===== config.mk =====
export PLATFORM = sky130hd
export DESIGN_NAME = burst_rr_arbiter
export DESIGN_NICKNAME = d
export VERILOG_FILES = /design/src/rtl/burst_rr_arbiter_pkg.sv /design/src/rtl/burst_rr_arbiter_next_sel.sv /design/src/rtl/burst_rr_arbiter.sv
export SDC_FILE = /design/constraint.sdc
export NUM_CORES = 1
export LEC_CHECK = 0
export ABC_AREA = 1
export CAP_MARGIN = 20
export CORE_MARGIN = 2
export CORE_UTILIZATION = 25
export DETAILED_ROUTE_END_ITERATION = 6
export HOLD_SLACK_MARGIN = 0.05
export MAX_ROUTING_LAYER = met4
export SETUP_SLACK_MARGIN = 0.1
export SYNTH_ARGS = -nofsm -noshare
export SYNTH_HDL_FRONTEND = slang
export SYNTH_SLANG_ARGS = --single-unit

===== constraint.sdc =====
create_clock -name BUS_CLK -period 9 [get_ports BUS_CLK]
set_clock_uncertainty 0.1 [all_clocks]
set_input_delay 2.7 -clock BUS_CLK [delete_from_list [all_inputs] [get_ports BUS_CLK]]
set_output_delay 2.7 -clock BUS_CLK [all_outputs]
set_load 0.02 [all_outputs]

===== src/rtl/burst_rr_arbiter_pkg.sv =====
// burst_rr_arbiter_pkg
//   Shared definitions for the burst round-robin arbiter: FSM state
//   encoding and the index-width helper used to size source indices.
package burst_rr_arbiter_pkg;

    typedef enum logic {
        ST_IDLE  = 1'b0,
        ST_GRANT = 1'b1
    } state_t;

    // Width of a source index; a single source still needs one bit.
    function automatic int idx_w(input int n);
        return (n > 1) ? $clog2(n) : 1;
    endfunction

endpackage


===== src/rtl/burst_rr_arbiter_next_sel.sv =====
// rr_next_sel
//   Combinational round-robin pick. Searches ptr+1, ptr+2, ... (mod WIDTH)
//   for the first set request bit.
//   Ports:
//     req   in  WIDTH  request vector
//     ptr   in  IW     index of the last owner
//     sel   out IW     index of the next owner (valid when found)
//     found out 1      any request present
module rr_next_sel
    import burst_rr_arbiter_pkg::*;
#(
    parameter int WIDTH = 7,
    parameter int IW    = idx_w(WIDTH)
) (
    input  logic [WIDTH-1:0] req,
    input  logic [IW-1:0]    ptr,
    output logic [IW-1:0]    sel,
    output logic             found
);

    logic [2*WIDTH-1:0] dbl;
    logic [WIDTH-1:0]   rot;
    int                 start;
    int                 enc;

    // Rotate so bit 0 is the slot right after ptr, priority-encode the
    // lowest set bit, then map the offset back to a source index.
    always_comb begin
        start = (int'(ptr) + 1) % WIDTH;
        dbl   = {req, req};
        rot   = dbl[start +: WIDTH];
        enc   = 0;
        for (int i = WIDTH - 1; i >= 0; i--) begin
            if (rot[i]) enc = i;
        end
        found = |req;
        sel   = IW'((start + enc) % WIDTH);
    end

endmodule


===== src/rtl/burst_rr_arbiter.sv =====
// burst_rr_arbiter
//   Shares one DATA_WIDTH readout path between WIDTH FWFT source FIFOs.
//   Each grant is a burst of up to BURST_MAX words; HOLD_REQ keeps the
//   grant across empty cycles so packets stay contiguous, and a hold
//   timeout forces release of a silent holder.
//   Ports:
//     BUS_CLK, BUS_RST        clock, synchronous active-high reset
//     WRITE_REQ[WIDTH]        source non-empty, word valid on DATA_IN
//     HOLD_REQ[WIDTH]         source asks to keep the grant
//     DATA_IN                 source i word at [i*DATA_WIDTH +: DATA_WIDTH]
//     READ_GRANT[WIDTH]       one-hot pop strobe (combinational)
//     READY_OUT               downstream accepts a word this cycle
//     WRITE_OUT, DATA_OUT     registered downstream write and word
//     GRANT_VALID, GRANT_ID   arbiter in GRANT, current owner
//     HOLD_TIMEOUT_ERR        one-cycle pulse on forced release
module burst_rr_arbiter
    import burst_rr_arbiter_pkg::*;
#(
    parameter int WIDTH        = 7,
    parameter int DATA_WIDTH   = 32,
    parameter int BURST_MAX    = 16,
    parameter int HOLD_TIMEOUT = 255,
    localparam int IW          = idx_w(WIDTH)
) (
    input  logic                        BUS_CLK,
    input  logic                        BUS_RST,
    input  logic [WIDTH-1:0]            WRITE_REQ,
    input  logic [WIDTH-1:0]            HOLD_REQ,
    input  logic [WIDTH*DATA_WIDTH-1:0] DATA_IN,
    output logic [WIDTH-1:0]            READ_GRANT,
    input  logic                        READY_OUT,
    output logic                        WRITE_OUT,
    output logic [DATA_WIDTH-1:0]       DATA_OUT,
    output logic                        GRANT_VALID,
    output logic [IW-1:0]               GRANT_ID,
    output logic                        HOLD_TIMEOUT_ERR
);

    // 9 bits covers counts up to 256 so compares against 255 never wrap.
    localparam int CW = 9;

    state_t          state;
    logic [IW-1:0]   ptr;
    logic [IW-1:0]   sel;
    logic [IW-1:0]   nxt_sel;
    logic            found;
    logic [CW-1:0]   burst_cnt;
    logic [CW-1:0]   idle_cnt;
    logic [CW-1:0]   burst_nxt;
    logic [CW-1:0]   idle_nxt;
    logic            own_wr;
    logic            own_hold;
    logic            rd;
    logic            timeout;
    logic            rel;

    rr_next_sel #(.WIDTH(WIDTH), .IW(IW)) u_next_sel (
        .req   (WRITE_REQ | HOLD_REQ),
        .ptr   (ptr),
        .sel   (nxt_sel),
        .found (found)
    );

    assign own_wr   = WRITE_REQ[sel];
    assign own_hold = HOLD_REQ[sel];

    // Holding owners may read past the burst limit.
    assign rd = (state == ST_GRANT) && READY_OUT && own_wr &&
                (own_hold || (burst_cnt < CW'(BURST_MAX)));

    always_comb begin
        READ_GRANT = '0;
        if (rd && !BUS_RST) READ_GRANT[sel] = 1'b1;
    end

    always_comb begin
        burst_nxt = burst_cnt;
        if (rd && (burst_cnt < CW'(BURST_MAX))) burst_nxt = burst_cnt + 1'b1;
        // Only an empty-but-holding owner accumulates idle time; any word
        // present (popped or stalled by READY_OUT) or hold low clears it.
        idle_nxt = '0;
        if (own_hold && !own_wr && (idle_cnt != '1)) idle_nxt = idle_cnt + 1'b1;
        else if (own_hold && !own_wr)                 idle_nxt = idle_cnt;
        timeout = (HOLD_TIMEOUT != 0) && own_hold && !own_wr &&
                  (idle_nxt >= CW'(HOLD_TIMEOUT));
        // Burst-limit release waits for READY_OUT so a stall never drops the grant.
        rel = (!own_hold && !own_wr) ||
              (!own_hold && READY_OUT && (burst_nxt >= CW'(BURST_MAX))) ||
              timeout;
    end

    always_ff @(posedge BUS_CLK) begin
        if (BUS_RST) begin
            state            <= ST_IDLE;
            ptr              <= IW'(WIDTH - 1);
            sel              <= '0;
            burst_cnt        <= '0;
            idle_cnt         <= '0;
            WRITE_OUT        <= 1'b0;
            DATA_OUT         <= '0;
            HOLD_TIMEOUT_ERR <= 1'b0;
        end else begin
            WRITE_OUT        <= rd;
            HOLD_TIMEOUT_ERR <= 1'b0;
            if (rd) DATA_OUT <= DATA_IN[sel*DATA_WIDTH +: DATA_WIDTH];
            case (state)
                ST_IDLE: begin
                    if (found) begin
                        sel       <= nxt_sel;
                        ptr       <= nxt_sel;
                        burst_cnt <= '0;
                        idle_cnt  <= '0;
                        state     <= ST_GRANT;
                    end
                end
                ST_GRANT: begin
                    burst_cnt <= burst_nxt;
                    idle_cnt  <= idle_nxt;
                    if (rel) begin
                        state            <= ST_IDLE;
                        HOLD_TIMEOUT_ERR <= timeout;
                    end
                end
                default: state <= ST_IDLE;
            endcase
        end
    end

    assign GRANT_VALID = (state == ST_GRANT);
    assign GRANT_ID    = sel;

endmodule

==> impl.org <==
** Placement
- Buffers placed on the I/O ports in this run total around 290.
- Summed over all nets, the half-perimeter wirelength after detailed placement is 19.61 mm.
- RD Place Congestion :: 0.9064

** Synthesis
- Number of register bits inferred by synthesis :: 58
- Number of enable-type register cells in the synthesized netlist :: 0
- Distinct cell type count of the synthesized netlist :: 58
- Cells taking the most area after synthesis :: sky130_fd_sc_hd__dfxtp_1, sky130_fd_sc_hd__nand2_1, sky130_fd_sc_hd__inv_1
- Post-synth design cell area :: 5529 sq um
- Leading area contributor after synthesis :: sky130_fd_sc_hd__dfxtp_1
- In this run the mean area of a mapped cell was 6.212 sq um.
- In the synthesized netlist the async set-or-reset flop fraction comes to 0.
- When the netlist entered floorplanning its net count stood at 1147.
- Top flip-flop cell by instance count after synthesis :: sky130_fd_sc_hd__dfxtp_1
- Synthesis warning total :: 0
- Counting every instance in the synthesized netlist gives 890.
- Share of Yosys cell area claimed by the top area cell type :: 0.2100
- Share of the yosys chip area belonging to registers :: 0.2100

** Timing
- The worst pin sits at a relative slew slack of 0.5925.
- Slew at the pin with the worst max-slew slack :: 0.6104 ns
- RSZ-0062 raised after global routing :: false
- The worst path needs 8.429 ns of the cycle, external delays included.
- Tcrit/Tclk final :: 0.9365
- Number of endpoints with negative hold slack in the final report :: 0
- Count of endpoints failing setup in the final report :: 0
- Number of slew-limit violations in the final report :: 0
- Based on the critical path, the design can be clocked at up to 0.1186 GHz.

** Drt
- Mean routed wirelength per cell :: 17.42 microns
- Pre-Repair DR Iteration Count :: 5
- Post-detailed-route count of antenna-violating nets :: 0
- After the first detailed-routing iteration, the DRC count stood at 418.
- Routed via count :: 7263
- The routed design has around 26 mm of wire.
- Average via count per standard cell :: 4.944
- In the routed design, unresolved DRC markers number 0.

** Clock tree
- The tree built by TritonCTS fans out to 58 sinks.
- The tree is rooted in a sky130_fd_sc_hd__clkbuf_16.
- The H-tree generated during clock tree synthesis spans 3 levels.
- Counting along the longest clock path gives a buffer depth of 2.
- Number of buffers added by the clock tree synthesis step :: 9
- After clock tree synthesis, the clock-pin slew on the worst setup and hold paths is ~0.050 ns.
- TritonCTS clock tree :: done
- Count of hold-fix buffers inserted at cts :: 0
- The later pin in the worst-skew pair is clocked with a latency of between 0.3 and 0.4 ns.

** GRT
- The number of global-route vias before repair came to 6922.
- Across every metal layer, demand over resource in global routing totals 0.2150.
- Initial antenna violation count :: 4
- Global routing finished with a remaining overflow of 0.
- Entering global routing, the biggest net connects 63 pins.
- Global-route wire length before repair :: ~38 mm

** Worst setup path
- Arr. time, crit path :: roughly 8.6 ns
- Type of the worst setup path :: in2reg
- Worst setup SP type :: primary input
- Maximum fanout encountered on the critical timing path :: 3
- Cell with the most instances on the worst path :: sky130_fd_sc_hd__nand2_2
- The worst setup path is captured at a flop.
- Worst setup slack for register-to-register paths :: 0.78 ns
- Data required time of the critical path :: 9.17 ns
- The largest single stage delay on the critical path is roughly 0.61 ns.
- The slowest stage of the critical path belongs to the cell sky130_fd_sc_hd__fa_2.

** Die
- The die is 152.7 microns wide.
- Effective utilization at floorplan :: 0.2541
- In this run the core area contains 54 standard-cell rows.
- Die boundary height :: between 150 and 200 microns
- After floorplanning, the core was sized to cover between 20000 and 25000 sq um.
- The die covers 23320 sq um.
- For this design the top-level I/O count stands at about 290.

** Finish
- From synthesis to final layout, the design area changed by 68.73%.
- Nets :: 1437
- In the final layout, the share of cells above drive strength 1 is 0.1173.
- Final core area utilization :: 0.4288

** Run
- Across the run, the number of max-cap violations was 0.

** Status
- Run status :: completed

** Worst hold path
- Path category of the worst min-delay check :: reg2reg
==> stage by stage <==
step                      area [sq um]  worst slack (ns)  hold WS (ns)  instances  setup TNS (ns)
after floorplan                   5529            0.8055        0.3520        890               0
after global placement            8802           0.06333        0.3635       1442               0
after detailed placement          8802           -0.1298        0.3669       1442         -0.2374
after CTS                         9130            0.2075        0.3777       1458               0
after global routing              9329          0.004842        0.4139       1469               0
final                             9329            0.5712        0.3742       1469               0
==> flip-flops by register name, indices dropped and copies added, names as in the netlist <==
name	count
HOLD_TIMEOUT_ERR	1
DATA_OUT	32
burst_cnt	9
ptr	3
WRITE_OUT	1
GRANT_ID	2
GRANT_VALID	1
idle_cnt	9
==> layer usage <==
layer  global-route usage  vias to the layer above  wire, microns
met1               0.2603                     3332          11050
met5                    -                        -              0
li1                     -                     3637              -
met3              0.05688                       41           1736
met4              0.07716                        0            648
met2               0.3447                      253          12160
==> worst max-delay path, delay by kind of cell <==
kind,cells,cell delay (ns)
AOI/OAI and AO/OA,9,1.22
adders and majority gates,6,1.54
and+or+nand+nor,22,1.92
xor gates and xnor gates,2,0.38
buffers and inverters,7,0.80
==> cell families (layout without fill, tap and decap cells) <==
group / after synthesis / in the layout / share of synthesized area
simple gates: 410 / 410 / 0.3467
compound gates: 228 / 228 / 0.2673
buf+inv: 165 / 460 / 0.1152
flops: 58 / 58 / 0.2100
fa+ha+maj: 16 / 16 / 0.03757
xor+xnor: 13 / 13 / 0.02331
other cells: 0 / 4 / 0
==> cell usage after synthesis, types with 15 or more instances <==
cell type                    n
sky130_fd_sc_hd__a221oi_1   37
sky130_fd_sc_hd__clkbuf_1   38
sky130_fd_sc_hd__a21oi_1    36
sky130_fd_sc_hd__dfxtp_1    58
sky130_fd_sc_hd__ha_1       15
sky130_fd_sc_hd__nand3_1    46
sky130_fd_sc_hd__nor2_1     73
sky130_fd_sc_hd__o21ai_0    75
sky130_fd_sc_hd__inv_1     112
sky130_fd_sc_hd__a31oi_1    25
sky130_fd_sc_hd__nand2_2    18
sky130_fd_sc_hd__nand4_1    19
sky130_fd_sc_hd__nand2_1   210
==> layout make-up <==
type	count	area (sq um)
well taps	280	350.3
repair buffers	321	3133
clock inverters	6	88.84
diodes	4	10.01
multi-input cells	667	3881
inverters	123	464.2
fillers	2250	12430
clock buffers	10	239.0
flip-flops and latches	58	1162
==> final timing paths <==
check / start / to / cells past startpoint
setup / recovery: WRITE_REQ[2] / GRANT_ID[2]$_SDFFE_PP0P_ / 46
hold reg to reg: burst_cnt[7]$_SDFFE_PP0P_ / burst_cnt[7]$_SDFFE_PP0P_ / 2
hold / removal: burst_cnt[7]$_SDFFE_PP0P_ / burst_cnt[7]$_SDFFE_PP0P_ / 2
setup reg to reg: ptr[0]$_SDFFE_PP0P_ / GRANT_ID[2]$_SDFFE_PP0P_ / 54
==> cell usage in the layout, fill, tap and decap left out, types with 19 or more instances in the layout <==
master,count
sky130_fd_sc_hd__clkdlybuf4s50_1,281
sky130_fd_sc_hd__nand2_1,206
sky130_fd_sc_hd__inv_1,109
sky130_fd_sc_hd__o21ai_0,69
sky130_fd_sc_hd__nor2_1,66
sky130_fd_sc_hd__dfxtp_1,57
sky130_fd_sc_hd__nand3_1,44
sky130_fd_sc_hd__a221oi_1,37
sky130_fd_sc_hd__a21oi_1,36
sky130_fd_sc_hd__buf_4,36
sky130_fd_sc_hd__a31oi_1,24
sky130_fd_sc_hd__nand2_2,22
sky130_fd_sc_hd__nand4_1,19
==> what timing repair did <==
action                                  CTS  global route
buffers inserted                          0             7
endpoints found under the setup margin    0             4
resized for setup                         0            43
Power is not shown: default switching activity piles up to over one toggle a cycle in this logic, so the estimate is an artifact.
